`src/rtl/rv32_lsu_pkg.sv`:
```
// Shared definitions for the RV32I load/store unit: widths, funct3 codes,
// FSM state encoding and a funct3 legality helper.
package rv32_lsu_pkg;

  localparam int DEF_ADDR_W = 12;
  localparam int DEF_DATA_W = 32;

  localparam logic [2:0] F3_B  = 3'b000;
  localparam logic [2:0] F3_H  = 3'b001;
  localparam logic [2:0] F3_W  = 3'b010;
  localparam logic [2:0] F3_BU = 3'b100;
  localparam logic [2:0] F3_HU = 3'b101;

  typedef enum logic [2:0] {
    ST_IDLE  = 3'd0,
    ST_LOAD  = 3'd1,
    ST_MERGE = 3'd2,
    ST_STORE = 3'd3,
    ST_RESP  = 3'd4
  } state_t;

  // Loads accept the signed and unsigned widths; stores only B/H/W.
  function automatic logic f3_legal(input logic [2:0] f3, input logic is_store);
    logic ok;
    case (f3)
      F3_B, F3_H, F3_W: ok = 1'b1;
      F3_BU, F3_HU:     ok = !is_store;
      default:          ok = 1'b0;
    endcase
    return ok;
  endfunction

endpackage

```
`src/rtl/lsu_align.sv`:
```
// Combinational lane logic: little-endian load extraction with sign/zero
// extension, read-modify-write store merge, and alignment check.
module lsu_align
  import rv32_lsu_pkg::*;
(
  input  logic [DEF_DATA_W-1:0] i_word,
  input  logic [1:0]            i_addr_lo,
  input  logic [2:0]            i_funct3,
  input  logic [DEF_DATA_W-1:0] i_wdata,
  output logic [DEF_DATA_W-1:0] o_load,
  output logic [DEF_DATA_W-1:0] o_merged,
  output logic                  o_misalign
);

  logic [7:0]  w_byte;
  logic [15:0] w_half;

  // Select the addressed byte and halfword lanes of the read word.
  always_comb begin
    w_byte = 8'd0;
    case (i_addr_lo)
      2'd0:    w_byte = i_word[7:0];
      2'd1:    w_byte = i_word[15:8];
      2'd2:    w_byte = i_word[23:16];
      2'd3:    w_byte = i_word[31:24];
      default: w_byte = 8'd0;
    endcase
    if (i_addr_lo[1]) begin
      w_half = i_word[31:16];
    end else begin
      w_half = i_word[15:0];
    end
  end

  // Extend the selected lane to a full word according to funct3.
  always_comb begin
    o_load = 32'd0;
    case (i_funct3)
      F3_B:    o_load = {{24{w_byte[7]}}, w_byte};
      F3_BU:   o_load = {24'd0, w_byte};
      F3_H:    o_load = {{16{w_half[15]}}, w_half};
      F3_HU:   o_load = {16'd0, w_half};
      F3_W:    o_load = i_word;
      default: o_load = 32'd0;
    endcase
  end

  // Replace the target lane of the read word with the store data.
  always_comb begin
    o_merged = i_word;
    case (i_funct3)
      F3_B: begin
        case (i_addr_lo)
          2'd0:    o_merged[7:0]   = i_wdata[7:0];
          2'd1:    o_merged[15:8]  = i_wdata[7:0];
          2'd2:    o_merged[23:16] = i_wdata[7:0];
          2'd3:    o_merged[31:24] = i_wdata[7:0];
          default: o_merged        = i_word;
        endcase
      end
      F3_H: begin
        if (i_addr_lo[1]) begin
          o_merged[31:16] = i_wdata[15:0];
        end else begin
          o_merged[15:0] = i_wdata[15:0];
        end
      end
      default: o_merged = i_wdata;
    endcase
  end

  // Halfwords need an even address, words a 4-byte aligned one.
  always_comb begin
    o_misalign = 1'b0;
    case (i_funct3)
      F3_H, F3_HU: o_misalign = i_addr_lo[0];
      F3_W:        o_misalign = |i_addr_lo;
      default:     o_misalign = 1'b0;
    endcase
  end

endmodule

```
`src/rtl/lsu_ctrl.sv`:
```
// RV32I load/store controller in front of a word-wide data RAM. Sub-word
// stores use a read-modify-write; every memory-side output is registered.
module lsu_ctrl
  import rv32_lsu_pkg::*;
#(
  parameter int ADDR_W = DEF_ADDR_W,
  parameter int DATA_W = DEF_DATA_W
) (
  input  logic              clk,
  input  logic              reset,
  input  logic              i_req_valid,
  output logic              o_req_ready,
  input  logic              i_req_ld,
  input  logic              i_req_sw,
  input  logic [2:0]        i_funct3,
  input  logic [ADDR_W-1:0] i_addr,
  input  logic [DATA_W-1:0] i_wdata,
  output logic [ADDR_W-1:0] o_mem_addr,
  output logic [DATA_W-1:0] o_mem_wdata,
  output logic              o_mem_ld,
  output logic              o_mem_sw,
  input  logic [DATA_W-1:0] i_mem_rdata,
  output logic              o_resp_valid,
  output logic [DATA_W-1:0] o_rdata,
  output logic              o_err
);

  state_t            r_state;
  logic [1:0]        r_addr_lo;
  logic [2:0]        r_funct3;
  logic [DATA_W-1:0] r_wdata;
  logic              r_req_ready;
  logic [ADDR_W-1:0] r_mem_addr;
  logic [DATA_W-1:0] r_mem_wdata;
  logic              r_mem_ld;
  logic              r_mem_sw;
  logic              r_resp_valid;
  logic [DATA_W-1:0] r_rdata;
  logic              r_err;

  logic [1:0]        w_lane;
  logic [2:0]        w_f3;
  logic [DATA_W-1:0] w_load;
  logic [DATA_W-1:0] w_merged;
  logic              w_misalign;
  logic              w_accept;
  logic              w_err;
  logic [ADDR_W-1:0] w_word_addr;

  // In IDLE the lane logic checks the incoming request; afterwards it works
  // on the captured request so later core-side changes are ignored.
  always_comb begin
    if (r_state == ST_IDLE) begin
      w_lane = i_addr[1:0];
      w_f3   = i_funct3;
    end else begin
      w_lane = r_addr_lo;
      w_f3   = r_funct3;
    end
  end

  lsu_align u_align (
    .i_word     (i_mem_rdata),
    .i_addr_lo  (w_lane),
    .i_funct3   (w_f3),
    .i_wdata    (r_wdata),
    .o_load     (w_load),
    .o_merged   (w_merged),
    .o_misalign (w_misalign)
  );

  assign w_accept    = i_req_valid && r_req_ready;
  assign w_err       = (i_req_ld == i_req_sw) || !f3_legal(i_funct3, i_req_sw) || w_misalign;
  assign w_word_addr = {i_addr[ADDR_W-1:2], 2'b00};

  // Request FSM with all outputs registered; reset aborts any access at once.
  always_ff @(posedge clk or posedge reset) begin
    if (reset) begin
      r_state      <= ST_IDLE;
      r_addr_lo    <= 2'd0;
      r_funct3     <= 3'd0;
      r_wdata      <= '0;
      r_req_ready  <= 1'b1;
      r_mem_addr   <= '0;
      r_mem_wdata  <= '0;
      r_mem_ld     <= 1'b0;
      r_mem_sw     <= 1'b0;
      r_resp_valid <= 1'b0;
      r_rdata      <= '0;
      r_err        <= 1'b0;
    end else begin
      case (r_state)
        ST_IDLE: begin
          if (w_accept) begin
            r_req_ready <= 1'b0;
            r_addr_lo   <= i_addr[1:0];
            r_funct3    <= i_funct3;
            r_wdata     <= i_wdata;
            if (w_err) begin
              r_state      <= ST_RESP;
              r_resp_valid <= 1'b1;
              r_err        <= 1'b1;
              r_rdata      <= '0;
            end else if (i_req_ld) begin
              r_state    <= ST_LOAD;
              r_mem_ld   <= 1'b1;
              r_mem_addr <= w_word_addr;
            end else if (i_funct3 == F3_W) begin
              r_state     <= ST_STORE;
              r_mem_sw    <= 1'b1;
              r_mem_addr  <= w_word_addr;
              r_mem_wdata <= i_wdata;
            end else begin
              r_state    <= ST_MERGE;
              r_mem_ld   <= 1'b1;
              r_mem_addr <= w_word_addr;
            end
          end
        end
        ST_LOAD: begin
          r_state      <= ST_RESP;
          r_mem_ld     <= 1'b0;
          r_mem_addr   <= '0;
          r_rdata      <= w_load;
          r_resp_valid <= 1'b1;
        end
        ST_MERGE: begin
          r_state     <= ST_STORE;
          r_mem_ld    <= 1'b0;
          r_mem_sw    <= 1'b1;
          r_mem_wdata <= w_merged;
        end
        ST_STORE: begin
          r_state      <= ST_RESP;
          r_mem_sw     <= 1'b0;
          r_mem_addr   <= '0;
          r_mem_wdata  <= '0;
          r_rdata      <= '0;
          r_resp_valid <= 1'b1;
        end
        ST_RESP: begin
          r_state      <= ST_IDLE;
          r_resp_valid <= 1'b0;
          r_err        <= 1'b0;
          r_rdata      <= '0;
          r_req_ready  <= 1'b1;
        end
        default: begin
          r_state      <= ST_IDLE;
          r_mem_ld     <= 1'b0;
          r_mem_sw     <= 1'b0;
          r_mem_addr   <= '0;
          r_mem_wdata  <= '0;
          r_resp_valid <= 1'b0;
          r_err        <= 1'b0;
          r_rdata      <= '0;
          r_req_ready  <= 1'b1;
        end
      endcase
    end
  end

  assign o_req_ready  = r_req_ready;
  assign o_mem_addr   = r_mem_addr;
  assign o_mem_wdata  = r_mem_wdata;
  assign o_mem_ld     = r_mem_ld;
  assign o_mem_sw     = r_mem_sw;
  assign o_resp_valid = r_resp_valid;
  assign o_rdata      = r_rdata;
  assign o_err        = r_err;

endmodule

```
`config.mk`:
```
export PLATFORM = sky130hd
export DESIGN_NAME = lsu_ctrl
export DESIGN_NICKNAME = d
export VERILOG_FILES = /design/src/rtl/rv32_lsu_pkg.sv /design/src/rtl/lsu_align.sv /design/src/rtl/lsu_ctrl.sv
export SDC_FILE = /design/constraint.sdc
export NUM_CORES = 1
export LEC_CHECK = 0
export BUFFER_PORTS_ARGS = -buffer_cell sky130_fd_sc_hd__buf_2
export CAP_MARGIN = 40
export CORE_MARGIN = 5
export CORE_UTILIZATION = 48
export CTS_CLUSTER_DIAMETER = 40
export CTS_CLUSTER_SIZE = 40
export DETAILED_ROUTE_END_ITERATION = 8
export PLACE_DENSITY = 0.86
export SLEW_MARGIN = 10
export SYNTH_ARGS = -nofsm -noshare
export SYNTH_HDL_FRONTEND = slang
export SYNTH_SLANG_ARGS = --single-unit
```
`constraint.sdc`:
```
create_clock -name clk -period 4 [get_ports clk]
set_clock_uncertainty 0.05 [all_clocks]
set_input_delay 0.8 -clock clk [delete_from_list [all_inputs] [get_ports clk]]
set_output_delay 0.8 -clock clk [all_outputs]
set_load 0.005 [all_outputs]
```
==> results of run 1 <==
[logic make-up after synthesis]
logic type / after synthesis / synth area share
buf+inv: 71 / 0.0478
mux: 72 / 0.123
simple gates: 133 / 0.113
xor+xnor: 1 / 0.00136
flops: 119 / 0.463
compound gates: 199 / 0.252
other cells: 1 / 0.000583
[metal layers]
layer | routed length, um | track usage | vias to the layer above | part of all wire
met5 | 13 | 0 | - | 0.00066
met4 | 816 | 0.120 | 2 | 0.041
met3 | 2360 | 0.0796 | 58 | 0.12
met2 | 8630 | 0.362 | 369 | 0.44
met1 | 7990 | 0.341 | 2793 | 0.40
li1 | - | - | 2596 | -
[layout make-up]
class / instances / area (um2) / area share
multi-input combinational: 407 / 3170 / 0.399
antenna: 1 / 2.50 / 0.000314
timing repair buffer: 174 / 911 / 0.114
tap: 176 / 220 / 0.0277
clock buffer: 19 / 443 / 0.0556
clock inverter: 13 / 146 / 0.0184
sequential: 119 / 2980 / 0.374
inverter: 22 / 86.3 / 0.0108
[sequential cells by signal (all words and copies together) (netlist names)]
signal / flops
o_err: 1
o_mem_addr: 10
o_mem_ld: 1
o_mem_sw: 1
o_mem_wdata: 32
o_rdata: 32
o_req_ready: 1
o_resp_valid: 1
r_addr_lo: 2
r_funct3: 3
r_state: 3
r_wdata: 32
[cell usage after synthesis (all sizes together) (9+ instances only)]
library cell	count	share of area
a221o	31	0.048
a22o	48	0.065
a31oi	14	0.014
buf	16	0.016
clkbuf	33	0.019
dfrtp	118	0.46
inv	22	0.013
mux2	52	0.091
mux2i	20	0.032
nand2	47	0.027
nand3	12	0.0093
nor2	9	0.0052
nor3	15	0.013
nor3b	17	0.020
o21ai	33	0.026
o221ai	17	0.023
[per-stage QoR]
stage           util  setup WS [ps]  hold WS, ps
4_1_cts        0.603           1160          429
6_report       0.604           1110          423
3_3_place_gp   0.558            993          410
5_1_grt        0.604            958          450
2_1_floorplan      -           1270          401
3_5_place_dp   0.558            946          414
[power by group through the flow]
| stage | sequential, W | clock [W] | combinational (W) |
|---|---|---|---|
| floorplan | 0.00195 | 0 | 0.00166 |
| global placement | 0.00208 | 0 | 0.00225 |
| detailed placement | 0.00209 | 0 | 0.00231 |
| CTS | 0.00209 | 0.00153 | 0.00233 |
| global route | 0.00216 | 0.00158 | 0.00254 |
| finish | 0.00211 | 0.00151 | 0.00234 |
[critical path: stages (launching register included)]
cell and delay, ps:
dfrtp_1 590, o31a_1 420, o311ai_1 390, o32ai_4 230, a2111oi_4 890, a221o_1 230
[worst paths after layout]
path / from / cells after the start / to / slack (ps)
min in group asynchronous: reset / 2 / r_state[0]$_DFFE_PP0P_ / 430
max in group asynchronous: reset / 3 / o_rdata[4]$_DFFE_PP0P_ / 2600
hold / removal: o_mem_sw$_DFFE_PP0P_ / 1 / o_mem_sw$_DFFE_PP0P_ / 420
setup / recovery: r_state[2]$_DFFE_PP0P_ / 5 / o_rdata[16]$_DFFE_PP0P_ / 1110
hold reg to reg: o_mem_sw$_DFFE_PP0P_ / 1 / o_mem_sw$_DFFE_PP0P_ / 420
setup reg to reg: r_state[2]$_DFFE_PP0P_ / 5 / o_rdata[16]$_DFFE_PP0P_ / 1110
==> impl_metrics.csv, run 1 <==
group,metric,value,unit
status,status,"finished, final reports clean",
routing,drtPass1Iterations,5,
logic_synthesis,async_reset_ff_frac,1.00,
routing,drc,0,
cts,hold_buffers,0,
placement,place_area,7360,um2
logic_synthesis,ys_ff_latch,119,
timing,report.final.slew_viol_count,0,
logic_synthesis,synth_cells,596,
setup_path,crit_type,"reg2reg",
global_route,grt_usage,0.250,
power_and_ir_drop,p_int,0.00368,W
timing,setup_tns,0,ps
timing,hold_violations,0,
logic_synthesis,ys.warnings.count,0,
placement,port-buffer-count,162,
logic_synthesis,synth-main-ff-cell,"dfrtp_1",
layout,layout_commonest_cell,"buf_2",
power_and_ir_drop,p_clk_frac,0.253,
power_and_ir_drop,switchingPower,0.00227,W
layout,final_area,7960,um2
routing,wl,19800,um
layout,drive_gt1_frac,0.351,
power_and_ir_drop,power_leakage,3.81,nW
floorplan,core-area,13200,um2
cts,cts_sinks,119,
timing,min_period,2890,ps
floorplan,io_pins,165,
cts,clk_pin_slew,60,ps
floorplan,dieArea,15800,um2
logic_synthesis,synth_edf_count,0,
power_and_ir_drop,vdd.ir_drop.worst,0.435,mV
global_route,grt_pass1_wl,31200,um
power_and_ir_drop,pwr-share-seq,0.354,
setup_path,arrival,3190,ps
timing,max_slew_margin,0.400,
global_route,overflow,0,
logic_synthesis,syn_area,6430,um2
timing,setup_viol,0,
power_and_ir_drop,power,0.00596,W
routing,routedWlPerCell,21.3,um
setup_path,end_kind,"register",
floorplan,start_util,0.488,
cts,post_cts_buffers,0,
cts,cts_resized,0,
routing,drt_iter0_drc,666,
worst_hold_path,hp-class,"reg2reg",
layout,n_fill_cell,1066,
global_route,grt_max_degree,91,
cts,cts_tree,"done",
power_and_ir_drop,cellPowerDensity,748,nW/um2
timing,worst_pin_slew,901,ps
cts,clk_latency,420,ps
global_route,grt_pass1_vias,5604,
setup_path,critPathRequiredTime,4300,ps
cts,cts-root-to-sink-buffers,2,
logic_synthesis,avgSynthCellArea,10.8,um2
logic_synthesis,yosysSeqAreaShare,0.463,
logic_synthesis,yosysUniqueCellTypes,63,
layout,layout.cells.non_filler,931,
routing,viasPerCell,6.25,
power_and_ir_drop,pwr-share-comb,0.393,
cts,cts_root_buf,"clkbuf_16",
cts,cts-htree-levels,4,
timing,max_freq,346,MHz
layout,nets,825,
floorplan,fp.dieW,126,um
routing,ant_nets,0,
timing,period_share,0.722,
global_route,antenna_found_initial,2,
setup_path,critPathLaunchType,"register",
timing,rsz0062_at_grt,"no",
placement,gp_congestion,0.946,
layout,mostFrequentLayoutCells,"163 x buf_2, 117 x dfrtp_1, 48 x a22o_1",
run,max-cap-violations,0,
setup_path,path_max_fanout,16,
floorplan,fp-row-count,42,
placement,hpwl,14200,um
placement,dp.cells,897,
power_and_ir_drop,p_sw_frac,0.382,
routing,vias,5818,
cts,cts_made_buffers,17,
floorplan,die_h,126,um
layout,area_delta_synth_final,23.8,%
(Power assumes the default switching activity.)
==> run 2: changes to the inputs <==
==> constraint.sdc (replaced) <==
create_clock -name clk -period 2.6 [get_ports clk]
set_clock_uncertainty 0.05 [all_clocks]
set_input_delay 0.52 -clock clk [delete_from_list [all_inputs] [get_ports clk]]
set_output_delay 0.52 -clock clk [all_outputs]
set_load 0.005 [all_outputs]
==> impl_metrics.csv, run 2 (synthesized netlist as in run 1, its figures left out) <==
group,metric,value,unit
routing,ant_nets,0,
global_route,antenna_found_initial,1,
routing,drtPass1Iterations,7,
status,status,"finished, final reports clean",
floorplan,die_h,126,um
floorplan,io_pins,165,
worst_hold_path,hp-class,"in2async",
floorplan,fp.dieW,126,um
global_route,grt_pass1_vias,5799,
timing,report.final.slew_viol_count,0,
routing,viasPerCell,6.21,
cts,clk_pin_slew,60,ps
routing,drc,0,
placement,hpwl,14400,um
placement,gp_congestion,0.968,
cts,clk_latency,410,ps
global_route,grt_pass1_wl,31800,um
setup_path,worstPathCellList,"or4b_4 -> and2_4 -> a211oi_1 -> a2111oi_4 -> buf_12 -> a221o_1",
placement,dp.cells,923,
floorplan,start_util,0.488,
timing,min_period,2470,ps
global_route,grt_max_degree,120,
timing,period_share,0.950,
timing,worst_pin_slew,741,ps
setup_path,arrival,2700,ps
layout,area_delta_synth_final,27.7,%
timing,max_freq,405,MHz
setup_path,cp_slowest_cell,"or4b_4",
timing,setup_tns,0,ps
layout,mostFrequentLayoutCells,"162 x buf_2, 117 x dfrtp_1, 48 x a22o_1",
setup_path,critPathRequiredTime,2830,ps
cts,cts-root-to-sink-buffers,2,
setup_path,cp_top_family,"compound AO/OA/AOI/OAI gates",
setup_path,critPathLaunchType,"register",
layout,layout.cells.non_filler,957,
routing,wl,20100,um
routing,routedWlPerCell,21.0,um
layout,layout_commonest_cell,"buf_2",
global_route,grt_usage,0.251,
cts,cts_root_buf,"clkbuf_16",
power_and_ir_drop,power_leakage,3.96,nW
setup_path,end_kind,"register",
layout,multiInputGateArea,3200,um2
cts,cts-htree-levels,4,
floorplan,core-area,13200,um2
floorplan,fp-row-count,42,
setup_path,crit_type,"reg2reg",
cts,cts_made_buffers,17,
layout,nets,851,
setup_path,path_max_fanout,16,
cts,cts_tree,"done",
timing,holdWs,191,ps
timing,hold_violations,0,
setup_path,cp_slowest_stage_delay,570,ps
power_and_ir_drop,vdd.ir_drop.worst,0.666,mV
timing,setup_viol,0,
layout,n_fill_cell,1038,
floorplan,dieArea,15800,um2
run,max-cap-violations,0,
setup_path,crit_buf_inv,1,
global_route,overflow,0,
cts,cts_sinks,119,
power_and_ir_drop,cellPowerDensity,1140,nW/um2
placement,port-buffer-count,162,
timing,max_slew_margin,0.502,
routing,vias,5942,
timing,rsz0062_at_grt,"no",
routing,drt_iter0_drc,795,
layout,drive_gt1_frac,0.378,
layout,register_area,2980,um2
-- run 2: cell count changes in the layout (fill, tap and decap cells not counted), sizes merged --
cell      before  now
bufinv         2    1
inv           23   24
clkbuf        20   19
clkinv         4    7
clkinvlp       6    3
buf          173  200
-- run 2: through the flow --
| step | power (W) | setup WS (ps) | utilization | area (um2) |
|---|---|---|---|---|
| 6_report | 0.00940 | 131 | 0.623 | 8220 |
| 2_1_floorplan | 0.00555 | 154 | - | 6440 |
| 4_1_cts | 0.00935 | 54.6 | 0.621 | 8190 |
| 5_1_grt | 0.00991 | 0.356 | 0.623 | 8220 |
| 3_5_place_dp | 0.00703 | -97.9 | 0.576 | 7600 |
| 3_3_place_gp | 0.00691 | -27.4 | 0.576 | 7600 |
-- run 2: final cells by class --
type	instances	area share
multi-input combinational	407	0.389
antenna	1	0.000305
sequential	119	0.363
clock inverter	13	0.0148
clock buffer	19	0.0551
tap	176	0.0268
timing repair buffer	200	0.141
inverter	22	0.0105
-- run 2: worst register-to-register path, stage by stage (launching register included) --
cell	delay, ps
dfrtp_1	530
or4b_4	570
and2_4	220
a211oi_1	400
a2111oi_4	120
buf_12	180
a221o_1	270
-- run 2: per-layer routing --
metal / wire (um) / vias to the layer above / track usage
li1: - / 2649 / -
met1: 8420 / 2890 / 0.359
met2: 8990 / 355 / 0.374
met3: 2010 / 48 / 0.0533
met4: 661 / 0 / 0.101
met5: 0 / - / 0
-- run 2: what timing repair did --
| item | 4_1_cts | 5_1_grt |
|---|---|---|
| buffers inserted | 1 | 0 |
| resized for setup | 0 | 4 |
| endpoints found under the setup margin | 16 | 44 |
| hold buffers | 0 | 0 |
| hold endpoints to repair | 0 | 0 |
| pin swaps | 1 | 1 |
-- run 2: worst paths after layout --
check,from,endpoint,slack [ps],cells after the start
setup reg to reg,r_state[2]$_DFFE_PP0P_,o_rdata[28]$_DFFE_PP0P_,130,6
hold / removal,reset,r_funct3[2]$_DFFE_PP0P_,190,3
setup / recovery,r_state[2]$_DFFE_PP0P_,o_rdata[28]$_DFFE_PP0P_,130,6
min in group clk,i_addr[4],o_mem_addr[4]$_DFFE_PP0P_,270,2
max in group asynchronous,reset,r_state[1]$_DFFE_PP0P_,1710,3
hold reg to reg,o_mem_sw$_DFFE_PP0P_,o_mem_sw$_DFFE_PP0P_,430,1
-- run 2: power breakdown --
part           leakage, nW  total (W)  internal [W]  switching (W)
Combinational         2.16    0.00397       0.00188        0.00209
Sequential            1.53    0.00315       0.00257       0.000587
Clock                0.280    0.00227       0.00137       0.000900
==> run 3: changes to the inputs <==
--- a/config.mk
+++ b/config.mk
@@ -12,7 +12,7 @@
 export CTS_CLUSTER_DIAMETER = 40
 export CTS_CLUSTER_SIZE = 40
 export DETAILED_ROUTE_END_ITERATION = 8
-export PLACE_DENSITY = 0.86
+export PLACE_DENSITY_LB_ADDON = 0.05
 export SLEW_MARGIN = 10
 export SYNTH_ARGS = -nofsm -noshare
 export SYNTH_HDL_FRONTEND = slang
==> impl_metrics.csv, run 3 (synthesized netlist as in run 1, its figures left out) <==
group,metric,value,unit
layout,drive_gt1_frac,0.375,
power_and_ir_drop,vdd.ir_drop.worst,0.558,mV
timing,setup_tns,0,ps
routing,drc,0,
routing,vias,5805,
setup_path,worst-r2r-setup-slack,80,ps
global_route,grt_max_degree,120,
global_route,grt_usage,0.262,
placement,hpwl,15000,um
floorplan,fp-row-count,42,
timing,report.final.slew_viol_count,0,
routing,routedWlPerCell,21.7,um
floorplan,dieArea,15800,um2
worst_hold_path,hp-class,"in2async",
setup_path,reg2reg_from,"r_state[0]$_DFFE_PP0P_",
layout,diodes,0,
setup_path,end_kind,"register",
status,status,"finished, final reports clean",
layout,n_fill_cell,1114,
global_route,grt_pass1_wl,32800,um
cts,cts-root-to-sink-buffers,2,
floorplan,start_util,0.488,
timing,period_share,0.970,
cts,clk_pin_slew,50,ps
setup_path,arrival,2770,ps
layout,layout.cells.non_filler,952,
power_and_ir_drop,power_leakage,3.97,nW
layout,nets,849,
routing,drt_iter0_drc,571,
cts,cts_root_buf,"clkbuf_16",
layout,register_area,2980,um2
cts,cts_made_buffers,17,
layout,area_delta_synth_final,28.4,%
layout,multiInputGateArea,3210,um2
setup_path,cp_slowest_cell,"dfrtp_1",
timing,max_freq,397,MHz
layout,mostFrequentLayoutCells,"162 x buf_2, 117 x dfrtp_1, 48 x a22o_1",
routing,drtPass1Iterations,5,
cts,cts_tree,"done",
setup_path,worstPathCellList,"or3_1 -> mux2i_1 -> a221o_1 -> o31ai_4 -> buf_12 -> a221o_1",
setup_path,cp_slowest_stage_delay,530,ps
timing,hold_violations,0,
cts,hold_buffers,0,
routing,wl,20700,um
routing,viasPerCell,6.10,
placement,gp_congestion,0.921,
setup_path,cp_common_cell,"a221o_1",
power_and_ir_drop,power,0.00964,W
timing,max_slew_margin,0.512,
setup_path,critPathRequiredTime,2850,ps
placement,dp.cells,921,
placement,port-buffer-count,162,
setup_path,r2r_cells,6,
floorplan,core-area,13200,um2
global_route,grt_pass1_vias,5781,
setup_path,path_max_fanout,34,
global_route,antenna_found_initial,0,
cts,cts-htree-levels,4,
setup_path,crit_type,"reg2reg",
floorplan,io_pins,165,
timing,min_period,2520,ps
setup_path,critPathLaunchType,"register",
timing,setup_viol,0,
cts,clk_latency,420,ps
run,max-cap-violations,0,
setup_path,rr_endpoint,"o_rdata[23]$_DFFE_PP0P_",
timing,worst_pin_slew,727,ps
power_and_ir_drop,cellPowerDensity,1170,nW/um2
routing,ant_nets,0,
global_route,overflow,0,
floorplan,fp.dieW,126,um
cts,cts_sinks,119,
layout,layout_commonest_cell,"buf_2",
floorplan,die_h,126,um
==> run 3: cell types whose count changed in the layout (fill, tap and decap cells not counted), sizes merged <==
| cell | before | now |
|---|---|---|
| diode | 1 | 0 |
| buf | 200 | 198 |
| bufinv | 1 | 4 |
| clkbuf | 19 | 23 |
| inv | 24 | 21 |
| clkinv | 7 | 1 |
==> run 3: through the flow <==
step	utilization	setup WS [ps]	hold WS (ps)	instance area [um2]
after CTS	0.624	10.1	259	8230
after detailed placement	0.575	-112	414	7580
final	0.626	78.2	184	8260
after floorplan	-	154	401	6440
after global routing	0.626	-7.56	275	8260
after global placement	0.575	-11.6	407	7580
==> run 3: what timing repair did <==
item,in CTS,in global routing
hold endpoints to repair,0,0
resized for setup,0,7
buffers inserted,1,0
pin swaps,1,0
endpoints found under the setup margin,16,44
==> run 3: worst max path at each step <==
stage	start	to	slack [ps]	cells after the start
4_1_cts	r_state[0]$_DFFE_PP0P_	o_mem_wdata[20]$_DFFE_PP0P_	10	6
3_5_place_dp	r_state[0]$_DFFE_PP0P_	o_rdata[23]$_DFFE_PP0P_	-110	5
2_1_floorplan	i_funct3[2]	o_mem_wdata[0]$_DFFE_PP0P_	150	7
5_1_grt	r_state[0]$_DFFE_PP0P_	o_rdata[18]$_DFFE_PP0P_	-8	6
3_3_place_gp	i_funct3[2]	o_mem_addr[8]$_DFFE_PP0P_	-10	6
6_report	r_state[0]$_DFFE_PP0P_	o_rdata[23]$_DFFE_PP0P_	80	6
==> run 3: layer usage <==
metal | vias up | track usage | share of wire
li1 | 2651 | - | -
met1 | 2876 | 0.386 | 0.46
met2 | 250 | 0.392 | 0.45
met3 | 28 | 0.0614 | 0.077
met4 | 0 | 0.0675 | 0.014
met5 | - | 0 | 0
==> run 3: cell type report <==
cell class                 count  area share
timing repair buffer         198       0.138
inverter                      22      0.0104
multi-input combinational    407       0.388
clock buffer                  23      0.0579
tap                          176      0.0267
clock inverter                 7      0.0174
sequential                   119       0.361
==> run 3: report_power, final <==
| part | switching [W] | internal [W] | leakage [nW] |
|---|---|---|---|
| Combinational | 0.00212 | 0.00186 | 2.15 |
| Sequential | 0.000578 | 0.00257 | 1.53 |
| Clock | 0.000838 | 0.00167 | 0.296 |
| Total | 0.00354 | 0.00610 | 3.97 |
==> run 3: critical path: cells and delay by family (launching register included) <==
family	cells	cell delay, ps
AOI/OAI and AO/OA	3	750
buffers and inverters	1	190
and+or+nand+nor	1	450
muxes	1	420
DFF	1	530
